$ cat src/rtl/mem_wb_pkg.sv
// Shared types and helpers for the MEM->WB skid-buffered pipeline stage.
package mem_wb_pkg;

  localparam int unsigned DATA_W_DEF = 32;
  localparam int unsigned REG_AW_DEF = 5;

  // Widest datapath wb_select handles; callers zero-extend into it and truncate back.
  localparam int unsigned SEL_W = 64;

  // Encoding mirrors {skid_valid, main_valid}; 2'b10 is unreachable.
  typedef enum logic [1:0] {
    EMPTY = 2'b00,
    ONE   = 2'b01,
    TWO   = 2'b11
  } stage_state_e;

  function automatic logic [SEL_W-1:0] wb_select(input logic             mem_to_reg,
                                                 input logic [SEL_W-1:0] alu,
                                                 input logic [SEL_W-1:0] rd_data);
    return mem_to_reg ? rd_data : alu;
  endfunction

endpackage

$ cat src/rtl/mem_wb_slot.sv
// One payload register with valid flag; clear only drops valid, data is kept.
module mem_wb_slot #(
  parameter int unsigned W = 8
) (
  input  logic         clk,
  input  logic         rst,
  input  logic         load,
  input  logic         clear,
  input  logic [W-1:0] d,
  output logic         valid,
  output logic [W-1:0] q
);

  logic         valid_q;
  logic [W-1:0] data_q;

  always_ff @(posedge clk or posedge rst) begin
    if (rst) begin
      valid_q <= 1'b0;
      data_q  <= '0;
    end else if (clear) begin
      valid_q <= 1'b0;
    end else if (load) begin
      valid_q <= 1'b1;
      data_q  <= d;
    end
  end

  assign valid = valid_q;
  assign q     = data_q;

endmodule

$ cat src/rtl/mem_wb_skid_stage.sv
// MEM->WB stage register with 2-entry skid buffer, flush, x0 write gating,
// a WB forwarding tap and a saturating stall-cycle counter.
module mem_wb_skid_stage
  import mem_wb_pkg::*;
#(
  parameter int unsigned DATA_W        = DATA_W_DEF,
  parameter int unsigned REG_AW        = REG_AW_DEF,
  parameter int unsigned ZERO_REG_GATE = 1,
  parameter int unsigned CNT_W         = 16
) (
  input  logic              clk,
  input  logic              rst,
  input  logic              flush,
  input  logic              in_valid,
  output logic              in_ready,
  input  logic              in_mem_write_en,
  input  logic              in_mem_to_reg,
  input  logic              in_reg_write,
  input  logic [DATA_W-1:0] in_alu_result,
  input  logic [DATA_W-1:0] in_read_data,
  input  logic [REG_AW-1:0] in_rd_num,
  output logic              out_valid,
  input  logic              out_ready,
  output logic              out_mem_write_en,
  output logic              out_mem_to_reg,
  output logic              out_reg_write,
  output logic [DATA_W-1:0] out_alu_result,
  output logic [DATA_W-1:0] out_read_data,
  output logic [REG_AW-1:0] out_rd_num,
  output logic              fwd_valid,
  output logic [REG_AW-1:0] fwd_rd,
  output logic [DATA_W-1:0] fwd_data,
  output logic [CNT_W-1:0]  stall_cnt
);

  localparam int unsigned PW = 3 + 2 * DATA_W + REG_AW;

  logic          main_valid, skid_valid;
  logic [PW-1:0] main_q, skid_q, main_d, in_pl;
  logic          main_load, main_clear, skid_load, skid_clear;
  logic          in_fire, out_fire, gated_reg_write;
  stage_state_e  state;

  assign gated_reg_write = in_reg_write && !((ZERO_REG_GATE != 0) && (in_rd_num == '0));
  assign in_pl = {in_mem_write_en, in_mem_to_reg, gated_reg_write,
                  in_alu_result, in_read_data, in_rd_num};

  // in_ready comes straight from the skid valid flop: no combinational path from out_ready.
  assign in_ready  = !skid_valid;
  assign out_valid = main_valid;
  assign in_fire   = in_valid && in_ready;
  assign out_fire  = main_valid && out_ready;
  assign state     = stage_state_e'({skid_valid, main_valid});

  always_comb begin
    main_load  = 1'b0;
    main_clear = 1'b0;
    skid_load  = 1'b0;
    skid_clear = 1'b0;
    main_d     = in_pl;
    if (flush) begin
      main_clear = 1'b1;
      skid_clear = 1'b1;
    end else begin
      case (state)
        EMPTY: main_load = in_fire;
        ONE: begin
          if (in_fire && out_fire) begin
            main_load = 1'b1;
          end else if (in_fire) begin
            skid_load = 1'b1;
          end else if (out_fire) begin
            main_clear = 1'b1;
          end
        end
        TWO: begin
          if (out_fire) begin
            main_load  = 1'b1;
            main_d     = skid_q;
            skid_clear = 1'b1;
          end
        end
        default: begin
          main_clear = 1'b1;
          skid_clear = 1'b1;
        end
      endcase
    end
  end

  mem_wb_slot #(
    .W(PW)
  ) u_main_slot (
    .clk  (clk),
    .rst  (rst),
    .load (main_load),
    .clear(main_clear),
    .d    (main_d),
    .valid(main_valid),
    .q    (main_q)
  );

  mem_wb_slot #(
    .W(PW)
  ) u_skid_slot (
    .clk  (clk),
    .rst  (rst),
    .load (skid_load),
    .clear(skid_clear),
    .d    (in_pl),
    .valid(skid_valid),
    .q    (skid_q)
  );

  assign {out_mem_write_en, out_mem_to_reg, out_reg_write,
          out_alu_result, out_read_data, out_rd_num} = main_q;

  assign fwd_valid = out_valid && out_reg_write;
  assign fwd_rd    = out_rd_num;
  assign fwd_data  = DATA_W'(wb_select(out_mem_to_reg, SEL_W'(out_alu_result),
                                       SEL_W'(out_read_data)));

  logic [CNT_W-1:0] stall_cnt_q;

  always_ff @(posedge clk or posedge rst) begin
    if (rst) begin
      stall_cnt_q <= '0;
    end else if (out_valid && !out_ready && (stall_cnt_q != '1)) begin
      stall_cnt_q <= stall_cnt_q + 1'b1;
    end
  end

  assign stall_cnt = stall_cnt_q;

  a_no_skid_without_main : assert property (@(posedge clk) disable iff (rst)
    !(skid_valid && !main_valid));

endmodule

$ cat config.mk
export PLATFORM = sky130hd
export DESIGN_NAME = mem_wb_skid_stage
export DESIGN_NICKNAME = d
export VERILOG_FILES = /design/src/rtl/mem_wb_pkg.sv /design/src/rtl/mem_wb_slot.sv /design/src/rtl/mem_wb_skid_stage.sv
export SDC_FILE = /design/constraint.sdc
export NUM_CORES = 1
export LEC_CHECK = 0
export CAP_MARGIN = 15
export CORE_MARGIN = 10
export CORE_UTILIZATION = 49
export DETAILED_ROUTE_END_ITERATION = 10
export PLACE_DENSITY = 0.8
export SETUP_SLACK_MARGIN = 0.4
export SYNTH_ARGS = -nofsm -noshare
export SYNTH_HDL_FRONTEND = slang
export SYNTH_SLANG_ARGS = --single-unit
$ cat constraint.sdc
create_clock -name clk -period 7.75 [get_ports clk]
set_input_delay 2.325 -clock clk [delete_from_list [all_inputs] [get_ports clk]]
set_output_delay 2.325 -clock clk [all_outputs]
set_load 0.01 [all_outputs]
==> metrics <==
total power=4310 µW; Worst Reg-to-Reg Cells=6; Seq/Total Area, Yosys=51.4%; Final Skew=0.00548 ns; Skew-Pair Late Insertion Delay=0.42 ns; clock tree buffer depth=2; post-synthesis net count=610; number of routed nets with antenna violations=0; gpl congestion=0.883; crit path time final=4.65 ns; DP Area=0.0100 mm²; most frequent cells in the layout=204 x clkdlybuf4s50_1, 179 x mux2_2, 161 x dfrtp_1, 69 x mux2_4, 17 x clkbuf_16; TritonCTS clock tree=done; Layout fillers=1066; Cells after Synth=528; CP Data Required Time=8.05 ns; die area=0.0216 mm²; first-pass GRT wire length=30700 µm; slew at the pin with the worst max-slew slack=1.01 ns; Final Hold Viols=0; clock root cell=clkbuf_16; pwr dens=401 mW/mm²; worst min-delay path class=register to register; placed cell count=918; H-tree depth=4; syn avg cell area=14.9 µm²; Final Cycle Share=60.0%; synthesized flop and latch total=162; Non-Filler Instances=952; maximum VDD drop=228 µV; status=finished clean; Reg2Reg Capture Point=u_main_slot.q[51]; DRT Pass-1 Iters=4; hold buffers post-CTS=0; Reg-to-Reg Start=u_main_slot.valid; Initial Util=49.9%; TritonCTS buffer count=17; CP max FO=48; fmax=215 MHz; ys async rst share=100%; area grow syn2layout=36.2%; area occupied by multi-input gates=0.00360 mm²; leakage=0.00478 µW; EDFF count, synth=0; Nets=805; core region area=0.0158 mm²; setup TNS=0 ns; Iteration-0 DRC Markers=242; # IOs=205; share of cells above drive strength 1=39.3%; Post-Route WL=19300 µm; total grt overflow=0; DP HPWL=13200 µm; Startpoint Class=input port; Critical Path End Type=register; Hold Path Origin=u_skid_slot.q[69]; Register Area=0.00406 mm²; Via density=5.24; post-CTS sizing=0; Hold EP=u_skid_slot.q[69]; Synth Warn #=0; crit path DAT=4.95 ns; Rows=46; via count=4993; Final Slew Violations=0; Antenna Diode Count=0; Sinks on Clock Net=162; Port Buffer Count=204; unrepaired setup endpoints after global routing=no; Max-Cap Viols=0; hold path depth=2; DRC Markers=0; most common cell after layout, fill and taps aside=clkdlybuf4s50_1; Die Y-Extent=147 µm; Setup Crit Path Kind=input port to register; antenna violations before repair=0; final instance area=0.0108 mm²; ys flop type=dfrtp_1; dominant cells by area after synthesis=dfrtp_1 51%, mux2_2 26%, mux2_4 13%; Slew Limit Headroom=32.5%; Reg clk slew, reported paths=0.06 ns; wire length per cell=20.3 µm; synthesized cell area=0.00789 mm²; largest net degree at the start of global routing=122; Overall Global Routing Usage=17.8%; die width=147 µm; setup violators final=0; r2r setup slk=4.80 ns; vias in the first global route=5631; postcts setup bufs=0; library cells used by synthesis=34; largest area contributor in the netlist=dfrtp_1; Yosys top cell area share=51.4%
[worst max-delay path: stages]
cell,delay (ns)
clkdlybuf4s50_1,0.50
nand3_2,0.14
or2_4,0.76
buf_4,0.56
mux2_4,0.34
mux2_2,0.26
[synthesized netlist by cell type (3+ instances only)]
cell	number
ha_1	5
buf_2	13
nand4_1	6
inv_1	7
nor4_1	3
buf_4	6
nor2_1	4
nand3_1	8
o21ai_0	3
clkbuf_1	6
xor2_1	4
nand3b_1	3
xnor2_1	9
dfrtp_1	162
mux2_2	179
nand2_1	9
mux2_4	69
and4_1	4
buf_6	8
[worst max-delay path by stage]
stage	startpoint	to
finish	out_ready	u_main_slot.q[51]
floorplan	rst	stall_cnt[0]
global placement	out_ready	u_main_slot.q[14]
CTS	u_main_slot.q[70]	fwd_data[15]
detailed placement	out_ready	u_main_slot.q[18]
global route	out_ready	u_main_slot.q[22]
[power breakdown]
| part | leakage [µW] | internal, µW | switching, µW |
|---|---|---|---|
| clock | 0.000315 | 613 | 344 |
| sequential | 0.00196 | 1240 | 329 |
| combinational | 0.00250 | 1150 | 634 |
| total | 0.00478 | 3000 | 1310 |
[state kept, by name (all words and copies together), names as in the netlist]
signal             cells
u_main_slot.q         72
u_skid_slot.q         72
u_main_slot.valid      1
u_skid_slot.valid      1
stall_cnt             16
[layout make-up]
type / instances / share of cell area (%)
inverter: 7 / 0.291
clock buffer: 19 / 4.12
sequential: 162 / 37.7
multi-input combinational: 326 / 33.5
timing repair buffer: 209 / 19.7
clock inverter: 13 / 2.16
tap: 216 / 2.51
[stage by stage]
stage | hold WS (ns) | utilization [%] | setup slack (ns)
final | 0.481 | 67.9 | 3.10
after global routing | 0.513 | 67.9 | 2.99
after CTS | 0.484 | 67.6 | 3.07
after detailed placement | 0.470 | 63.3 | 2.63
after global placement | 0.464 | 63.3 | 2.71
after floorplan | 0.450 | - | 1.05
[cells by family after synthesis]
kind of cell | after synthesis | share of synthesized area, %
fa+ha+maj | 5 | 0.793
xor+xnor | 13 | 1.44
mux | 249 | 38.8
buf+inv | 40 | 3.16
compound gates | 8 | 0.650
simple gates | 51 | 3.79
flops | 162 | 51.4
[layer usage]
metal  wire length [µm]  global-route usage (%)
met1               8080                    20.6
met2               9830                    30.4
met3               1160                    6.11
met4                266                    5.30
met5                  0                       0
No activity file was read; power rests on OpenSTA's default activity.
